===== config.mk =====
export PLATFORM = sky130hd
export DESIGN_NAME = shift_deser_rx
export DESIGN_NICKNAME = d
export VERILOG_FILES = /design/src/rtl/shift_pkg.sv /design/src/rtl/deser_bit_counter.sv /design/src/rtl/shift_deser_rx.sv
export SDC_FILE = /design/constraint.sdc
export NUM_CORES = 1
export LEC_CHECK = 0
export BUFFER_PORTS_ARGS = -buffer_cell sky130_fd_sc_hd__buf_4
export CAP_MARGIN = 20
export CORE_MARGIN = 2
export CORE_UTILIZATION = 53
export CTS_CLUSTER_DIAMETER = 100
export DETAILED_ROUTE_END_ITERATION = 6
export PLACE_DENSITY = 0.87
export SYNTH_ARGS = -nofsm -noshare
export SYNTH_HDL_FRONTEND = slang
export SYNTH_SLANG_ARGS = --single-unit

===== constraint.sdc =====
create_clock -name clk -period 1.7 [get_ports clk]
set_input_delay 0.17 -clock clk [delete_from_list [all_inputs] [get_ports clk]]
set_output_delay 0.17 -clock clk [all_outputs]
set_load 0.01 [all_outputs]

===== src/rtl/shift_pkg.sv =====
// Shared shift-datapath definitions: FSM states, bit order, default width.
// Used by the serial receiver and the uni shift register blocks.
package shift_pkg;

  localparam int DEF_WIDTH = 4;

  localparam logic MSB_FIRST = 1'b1;
  localparam logic LSB_FIRST = 1'b0;

  typedef enum logic [1:0] {
    IDLE   = 2'd0,
    SHIFT  = 2'd1,
    PARITY = 2'd2,
    HOLD   = 2'd3
  } state_e;

endpackage


===== src/rtl/deser_bit_counter.sv =====
// Bit position counter for the deserializer.
// Clear has priority over increment; term_o flags the last data bit.
module deser_bit_counter #(
  parameter int WIDTH = 4
) (
  input  logic clk,
  input  logic rst,
  input  logic clr_i,
  input  logic inc_i,
  output logic term_o
);

  localparam int CW = $clog2(WIDTH);

  logic [CW-1:0] cnt_q, cnt_d;

  always_comb begin
    cnt_d = cnt_q;
    if (clr_i)      cnt_d = '0;
    else if (inc_i) cnt_d = cnt_q + 1'b1;
  end

  always_ff @(posedge clk) begin
    if (!rst) cnt_q <= '0;
    else      cnt_q <= cnt_d;
  end

  assign term_o = (cnt_q == CW'(WIDTH - 1));

endmodule


===== src/rtl/shift_deser_rx.sv =====
// Serial-in/parallel-out receiver with valid/ready on both sides.
// Optional trailing even-parity bit when SHIFT_PARITY_EN is defined.
module shift_deser_rx
  import shift_pkg::*;
#(
  parameter int WIDTH = DEF_WIDTH,
  parameter int OVR_W = 8
) (
  input  logic             clk,
  input  logic             rst,
  input  logic             sin,
  input  logic             sin_valid,
  output logic             sin_ready,
  input  logic             msb_first,
  input  logic             abort,
  output logic [WIDTH-1:0] dout,
  output logic             out_valid,
  input  logic             out_ready,
  output logic             par_err,
  output logic [OVR_W-1:0] ovr_cnt,
  output logic             busy
);

  state_e           state_q;
  logic [WIDTH-1:0] sr_q, sr_d;
  logic [WIDTH-1:0] dout_q;
  logic             order_q;
  logic             out_valid_q;
  logic [OVR_W-1:0] ovr_q;
  logic             accept, ord, term;
  logic             cnt_clr, cnt_inc, ovr_inc;

  always_comb begin
    sin_ready = (state_q != HOLD) && !abort;
    accept    = sin_valid && sin_ready;
    // First bit of a word uses the live order input
    ord       = (state_q == IDLE) ? msb_first : order_q;
    sr_d      = (ord == MSB_FIRST) ? {sr_q[WIDTH-2:0], sin}
                                   : {sin, sr_q[WIDTH-1:1]};
    cnt_inc   = accept && (state_q == IDLE || state_q == SHIFT);
    cnt_clr   = abort || (accept && state_q == SHIFT && term);
    ovr_inc   = sin_valid && !sin_ready && !abort && (ovr_q != '1);
  end

  deser_bit_counter #(
    .WIDTH (WIDTH)
  ) u_cnt (
    .clk    (clk),
    .rst    (rst),
    .clr_i  (cnt_clr),
    .inc_i  (cnt_inc),
    .term_o (term)
  );

`ifdef SHIFT_PARITY_EN
  logic par_err_q;
`endif

  always_ff @(posedge clk) begin
    if (!rst) begin
      state_q     <= IDLE;
      sr_q        <= '0;
      dout_q      <= '0;
      order_q     <= MSB_FIRST;
      out_valid_q <= 1'b0;
      ovr_q       <= '0;
`ifdef SHIFT_PARITY_EN
      par_err_q   <= 1'b0;
`endif
    end else begin
      if (ovr_inc) ovr_q <= ovr_q + 1'b1;
      if (abort) begin
        state_q     <= IDLE;
        out_valid_q <= 1'b0;
      end else begin
        if (cnt_inc) sr_q <= sr_d;
        case (state_q)
          IDLE: begin
            if (accept) begin
              state_q <= SHIFT;
              order_q <= msb_first;
            end
          end
          SHIFT: begin
            if (accept && term) begin
`ifdef SHIFT_PARITY_EN
              state_q     <= PARITY;
`else
              state_q     <= HOLD;
              dout_q      <= sr_d;
              out_valid_q <= 1'b1;
`endif
            end
          end
          PARITY: begin
`ifdef SHIFT_PARITY_EN
            if (accept) begin
              state_q     <= HOLD;
              dout_q      <= sr_q;
              par_err_q   <= ^{sr_q, sin};
              out_valid_q <= 1'b1;
            end
`else
            state_q <= IDLE;
`endif
          end
          HOLD: begin
            if (out_ready) begin
              state_q     <= IDLE;
              out_valid_q <= 1'b0;
            end
          end
          default: state_q <= IDLE;
        endcase
      end
    end
  end

  assign dout      = dout_q;
  assign out_valid = out_valid_q;
  assign ovr_cnt   = ovr_q;
  assign busy      = (state_q != IDLE);
`ifdef SHIFT_PARITY_EN
  assign par_err   = par_err_q;
`else
  assign par_err   = 1'b0;
`endif

endmodule


Word-level counts from Yosys, hierarchy flattened
Cells that the tools add are included.
Storage, ports and cells
  register bits after elaboration: 22
  latch bits: 0
  memory bits (writable): 0
  memory bits (read-only): 0
  input bits: 7
  output and inout port bits: 16
  word-level logic and storage cells: 52
  memories kept: 0
Cells by class
  add/sub/neg operators: 2
  $mul: 0
  divide/modulo/power cells: 0
  order comparisons: 0
  eq/ne operators: 9
  shift-type cells: 0
  mux-type cells: 9
  bitwise logic cells: 2
  reduce and logical (&&, ||, !) cells: 23
Operators with widths (count)
  3-bit AND reduction: 4
  1-bit logical AND: 9
  8-bit by 1-bit adder with 8-bit output (second input constant): 1
  8-bit inequality test (second input constant): 1
  2-bit case mux with 4 select lines: 1
  2-bit equality test (second input constant): 3
  2-bit two-way mux: 3
  2-bit inequality test (second input constant): 3
  4-bit two-way mux: 1
  2-bit nonzero test: 2
  2-bit OR reduction: 2
  1-bit two-way mux: 3
  2-bit by 1-bit adder with 2-bit output (second input constant): 1
  2-bit by 1-bit equality test with 1-bit output (second input constant): 1
  1-bit logical NOT: 2
  2-bit logical NOT: 1
  1-bit logical OR: 2
  2-bit by 1-bit inequality test with 1-bit output (second input constant): 1
  1-bit NOT: 2
  1-bit case mux with 2 select lines: 1
  2-bit AND reduction: 1

Longest topological paths before layout
  depth in word-level cells: 7
  mapped depth: 6
  depth with buffers taken out: 4

Hierarchy
Synthesis repeated with hierarchy kept, for this count alone.
Unflattened totals
  cells, all modules: 124
  area, all modules: 1149.9 µm²
Modules (own cells, without submodules)
  shift_deser_rx: instances 1, cells an instance 116, area an instance 1064.8 µm², sequential area each 400.4 µm²
  deser_bit_counter: instances 1, cells an instance 8, area an instance 85.1 µm², sequential area each 40.0 µm²

Least setup slack after synthesis
Ideal clock, no wire load.
  path type: register to register
  start: register ovr_q[0], in the netlist ovr_cnt[0]
  end: register ovr_q[4], in the netlist ovr_cnt[4]
  setup time: 0.072 ns
  arrival: 1.287 ns
  required time: 1.628 ns
  slack: 0.342 ns
  cell stages (with the launch flop): 5
  buffers on the path: 0
  period minus slack after synthesis: 1.358 ns
  path through: dfxtp_1 -> ha_1 -> and4_1 -> a211oi_1 -> mux2i_1
On the way
  longest elaborated chain between the ends: 2
  elaborated cells on any way between the ends: 3
  classes of those cells: add/sub: 1; eq/ne: 1; reduce/logical: 1
Ends and longest elaborated chain
  start: declaration: line shift_deser_rx.sv:29  | logic [OVR_W-1:0] ovr_q;
  start signal: assignment: line shift_deser_rx.sv:71  | if (ovr_inc) ovr_q <= ovr_q + 1'b1;
  parallel branches: the longest is 2 deep, another holds 8-bit by 1-bit adder with 8-bit output
Several ways; the timed one is not identified.
A chain may end at the register's enable or synchronous reset.

Worst setup path after layout
  start: register state_q[0]
  end: register dout_q[2], in the netlist dout[2]
On the way
  longest elaborated chain between the ends: 5
  elaborated cells on any way between the ends: 9
  classes of those cells: eq/ne: 2; mux: 2; reduce/logical: 5
Ends and longest elaborated chain
  start: declaration: line shift_deser_rx.sv:24  | state_e state_q;
  start signal: assignment: line shift_deser_rx.sv:61  | state_q <= IDLE;
  start signal: assignment: line shift_deser_rx.sv:73  | state_q <= IDLE;
  start signal: assignment: line shift_deser_rx.sv:80  | state_q <= SHIFT;
  2-bit inequality test: line shift_deser_rx.sv:34  | sin_ready = (state_q != HOLD) && !abort;
  1-bit logical AND: line shift_deser_rx.sv:34
  1-bit logical AND: line shift_deser_rx.sv:35  | accept = sin_valid && sin_ready;
  1-bit logical AND: line shift_deser_rx.sv:85  | if (accept && term) begin
  3-bit AND reduction (no source line)
  end signal: assignment: line shift_deser_rx.sv:90  | dout_q <= sr_d;
  end: declaration: line shift_deser_rx.sv:26  | logic [WIDTH-1:0] dout_q;
Several ways; a longest one is shown, not always the timed one.

==> impl_metrics.json <==
{
  "synth_largest_type_area_fraction_pct": 38.9,
  "final_max_slew_viol_count": 0,
  "postCtsHoldBufs": 0,
  "crit-reg2reg-capture": "dout[2]$_SDFFE_PN0P_",
  "power.net_switching_uw": 209,
  "rsz_0062_raised_after_global_routing": "no",
  "power.share.clock_pct": 31.5,
  "worst_hold_startpoint": "out_ready",
  "min_path_cells": 2,
  "post_synth_inst_count": 120,
  "p_int_uw": 694,
  "p_sw_share_pct": 23.2,
  "finalWirelength_um": 2330,
  "num_io_pins": 23,
  "clock_period_minus_worst_slack_ps": 1550,
  "sequentialPowerShare_pct": 59.1,
  "fraction_of_power_consumed_by_combinational_cells_pct": 9.5,
  "antenna_cells": 0,
  "postCtsSetupRepairBufs": 0,
  "grt_start_max_net_pins": 18,
  "fp.coreArea_mm2": 0.00198,
  "synth_top_flop_cell": "dfxtp_1",
  "cts_resized": 0,
  "number_of_synthesized_flops_with_an_enable_pin": 0,
  "finClkSkew_ps": 2.39,
  "drtPass1Iterations": 4,
  "final-hold-violation-count": 0,
  "syn_area_mm2": 0.00113,
  "final-setup-viol-count": 0,
  "floorplan.die_area_mm2": 0.00252,
  "floorplan.die.width_um": 50.2,
  "cts_tree": "built",
  "timing.final.ws_setup_ps": 153,
  "sum_neg_setup_slack_ps": 0,
  "clock_insertion_delay_worst_skew_ps": 300,
  "yosys.area.top_type": "dfxtp_1",
  "result_of_the_run": "finished, final reports clean",
  "start_util_pct": 57.1,
  "gr-total-overflow": 0,
  "post_drt_wl_per_cell_um": 13.9,
  "first_pass_grt_wire_length_um": 3950,
  "ctsRootBufferMaster": "clkbuf_4",
  "clk_transition_reported_paths_ps": 120,
  "regToRegStartpoint": "state_q[0]$_SDFFE_PP0P_",
  "antenna_violation_net_count_after_detailed_routing": 0,
  "ys_seq_area_share_pct": 38.9,
  "p_leak_uw": 0.000520,
  "dr_total_vias": 990,
  "proportion_of_layout_cells_with_a_drive_suffix_above_1_pct": 25.5,
  "whs_endpoint": "out_valid$_SDFFE_PP0P_",
  "final_cell_mix": "25 x buf_4, 22 x dfxtp_1, 9 x a21oi_1, 9 x nand2_1, 8 x o21ai_0",
  "synth_net_count": 129,
  "cts-buffers-inserted": 3,
  "hold_path.class": "primary input to flop",
  "proportion_of_synthesized_flip_flops_having_asynchronous_set_or_reset_pct": 0,
  "drv_cap": 0,
  "finalNetCount": 151,
  "setup.worst_path.class": "flop to flop",
  "die_h_um": 50.2,
  "timing.reg2reg.worst_path_depth": 3,
  "post_dp_cell_area_mm2": 0.00129,
  "commonest_non_fill_non_tap_cell_in_the_layout": "buf_4",
  "global_route_usage_over_all_layers_pct": 20.3,
  "first_global_vias": 877,
  "final_util_pct": 66.8,
  "dp_hpwl_um": 1730,
  "grt_antenna_before_repair": 0,
  "r2r_setup_slack_ps": 150,
  "area_growth_pct": 17.0,
  "critPathRequiredTime_ps": 1890,
  "netlist-cell-type-count": 42,
  "end_kind": "flop",
  "max-clock-path-buffers": 2,
  "number_of_h_tree_levels": 1,
  "synthTopCellsByArea": "dfxtp_1 39%, mux2i_1 5.3%, a21oi_1 4.0%",
  "preCtsSetupSlack_ps": 229,
  "drcViolationCount": 0,
  "crit_path_start_kind": "flop",
  "fmaxAchievable_mhz": 646,
  "final_area_mm2": 0.00132,
  "clkSinkCount": 22,
  "drt_initial_violations": 29,
  "worst-endpoint-arrival_ps": 1730,
  "postSynthRegisterBits": 22,
  "synthesis.area_per_instance_um2": 9.43,
  "gp_routability_congestion": 0.858,
  "synth-warning-count": 0,
  "layout_worst_path_cycle_share_pct": 91.0,
  "vdd_ir_drop_max_mv": 0.463,
  "power.density_mw_per_mm2": 682,
  "port_buffers": 21,
  "timing.critical_path.fanout_max": 11,
  "post_drt_via_cell_ratio": 5.89,
  "totalPowerFinal_uw": 903,
  "num_rows": 16
}
-- state kept, by name, indices dropped and copies added, names as in the netlist --
register     count
dout             4
state_q          2
out_valid        1
order_q          1
u_cnt.cnt_q      2
ovr_cnt          8
sr_q             4
-- worst max-delay path, cell delays in order (launching register included) --
cell      delay, ps
dfxtp_1         550
and2_0          400
and2_1          340
a311oi_2        140
-- per-stage QoR --
stage,hold slack (ps),std cells
2_1_floorplan,295,120
3_3_place_gp,400,164
3_5_place_dp,409,164
4_1_cts,75.4,168
5_1_grt,63.0,168
6_report,77.5,168
-- cell type report --
type                            instances  area [µm²]
Fill cell                             161         658
Multi-Input combinational cell         88         618
Sequential cell                        22         440
Timing Repair Buffer                   25         188
Clock buffer                            4        36.3
Tap cell                               27        33.8
Inverter                                2        7.51
-- cells by family after synthesis --
family	share of synthesized area (%)
AO/OA/AOI/OAI	24.7
AND/OR/NAND/NOR	21.4
flip-flops	38.9
buffers and inverters	6.42
multiplexers	5.31
adder cells (fa/ha/maj)	2.21
other	0.332
XOR/XNOR	0.774
-- metal layers --
| metal | vias up | global-route usage [%] | wire length, µm |
|---|---|---|---|
| met5 | - | 0 | 0 |
| met4 | 0 | 8.33 | 35 |
| met3 | 5 | 2.68 | 135 |
| met2 | 39 | 31.4 | 1060 |
| met1 | 447 | 28.5 | 1100 |
| li1 | 499 | - | - |
-- how the worst max path moves through the flow --
stage               cells past startpoint  slack (ps)                    start                       to
floorplan                               4         340  ovr_cnt[0]$_SDFFE_PN0P_  ovr_cnt[4]$_SDFFE_PN0P_
global placement                        3         260  state_q[1]$_SDFFE_PP0P_  ovr_cnt[7]$_SDFFE_PN0P_
CTS                                     3         150  state_q[1]$_SDFFE_PP0P_                     busy
detailed placement                      3         230  state_q[1]$_SDFFE_PP0P_  ovr_cnt[7]$_SDFFE_PN0P_
global route                            3          90  state_q[0]$_SDFFE_PP0P_     dout[2]$_SDFFE_PN0P_
finish                                  3         150  state_q[0]$_SDFFE_PP0P_     dout[2]$_SDFFE_PN0P_
-- cells in the mapped netlist, types with 2 or more instances --
cell type,count
buf_6,3
a31oi_1,4
dfxtp_1,22
buf_4,3
nand3_1,7
mux2i_1,6
ha_1,2
o21ai_0,8
o311a_1,2
nand2_1,9
and3_1,2
a311oi_2,2
nand2b_1,5
a311oi_1,4
a41o_1,2
nor3_1,4
a21oi_1,9
inv_1,2
-- power groups by stage --
stage	Clock [µW]	Combinational [µW]	Sequential [µW]
6_report	284	85.6	534
5_1_grt	318	94.2	535
4_1_cts	294	84.7	533
3_5_place_dp	0	84.2	545
3_3_place_gp	0	82.5	544
2_1_floorplan	0	56.4	541
Note: power is estimated with default switching activity, not from simulation.
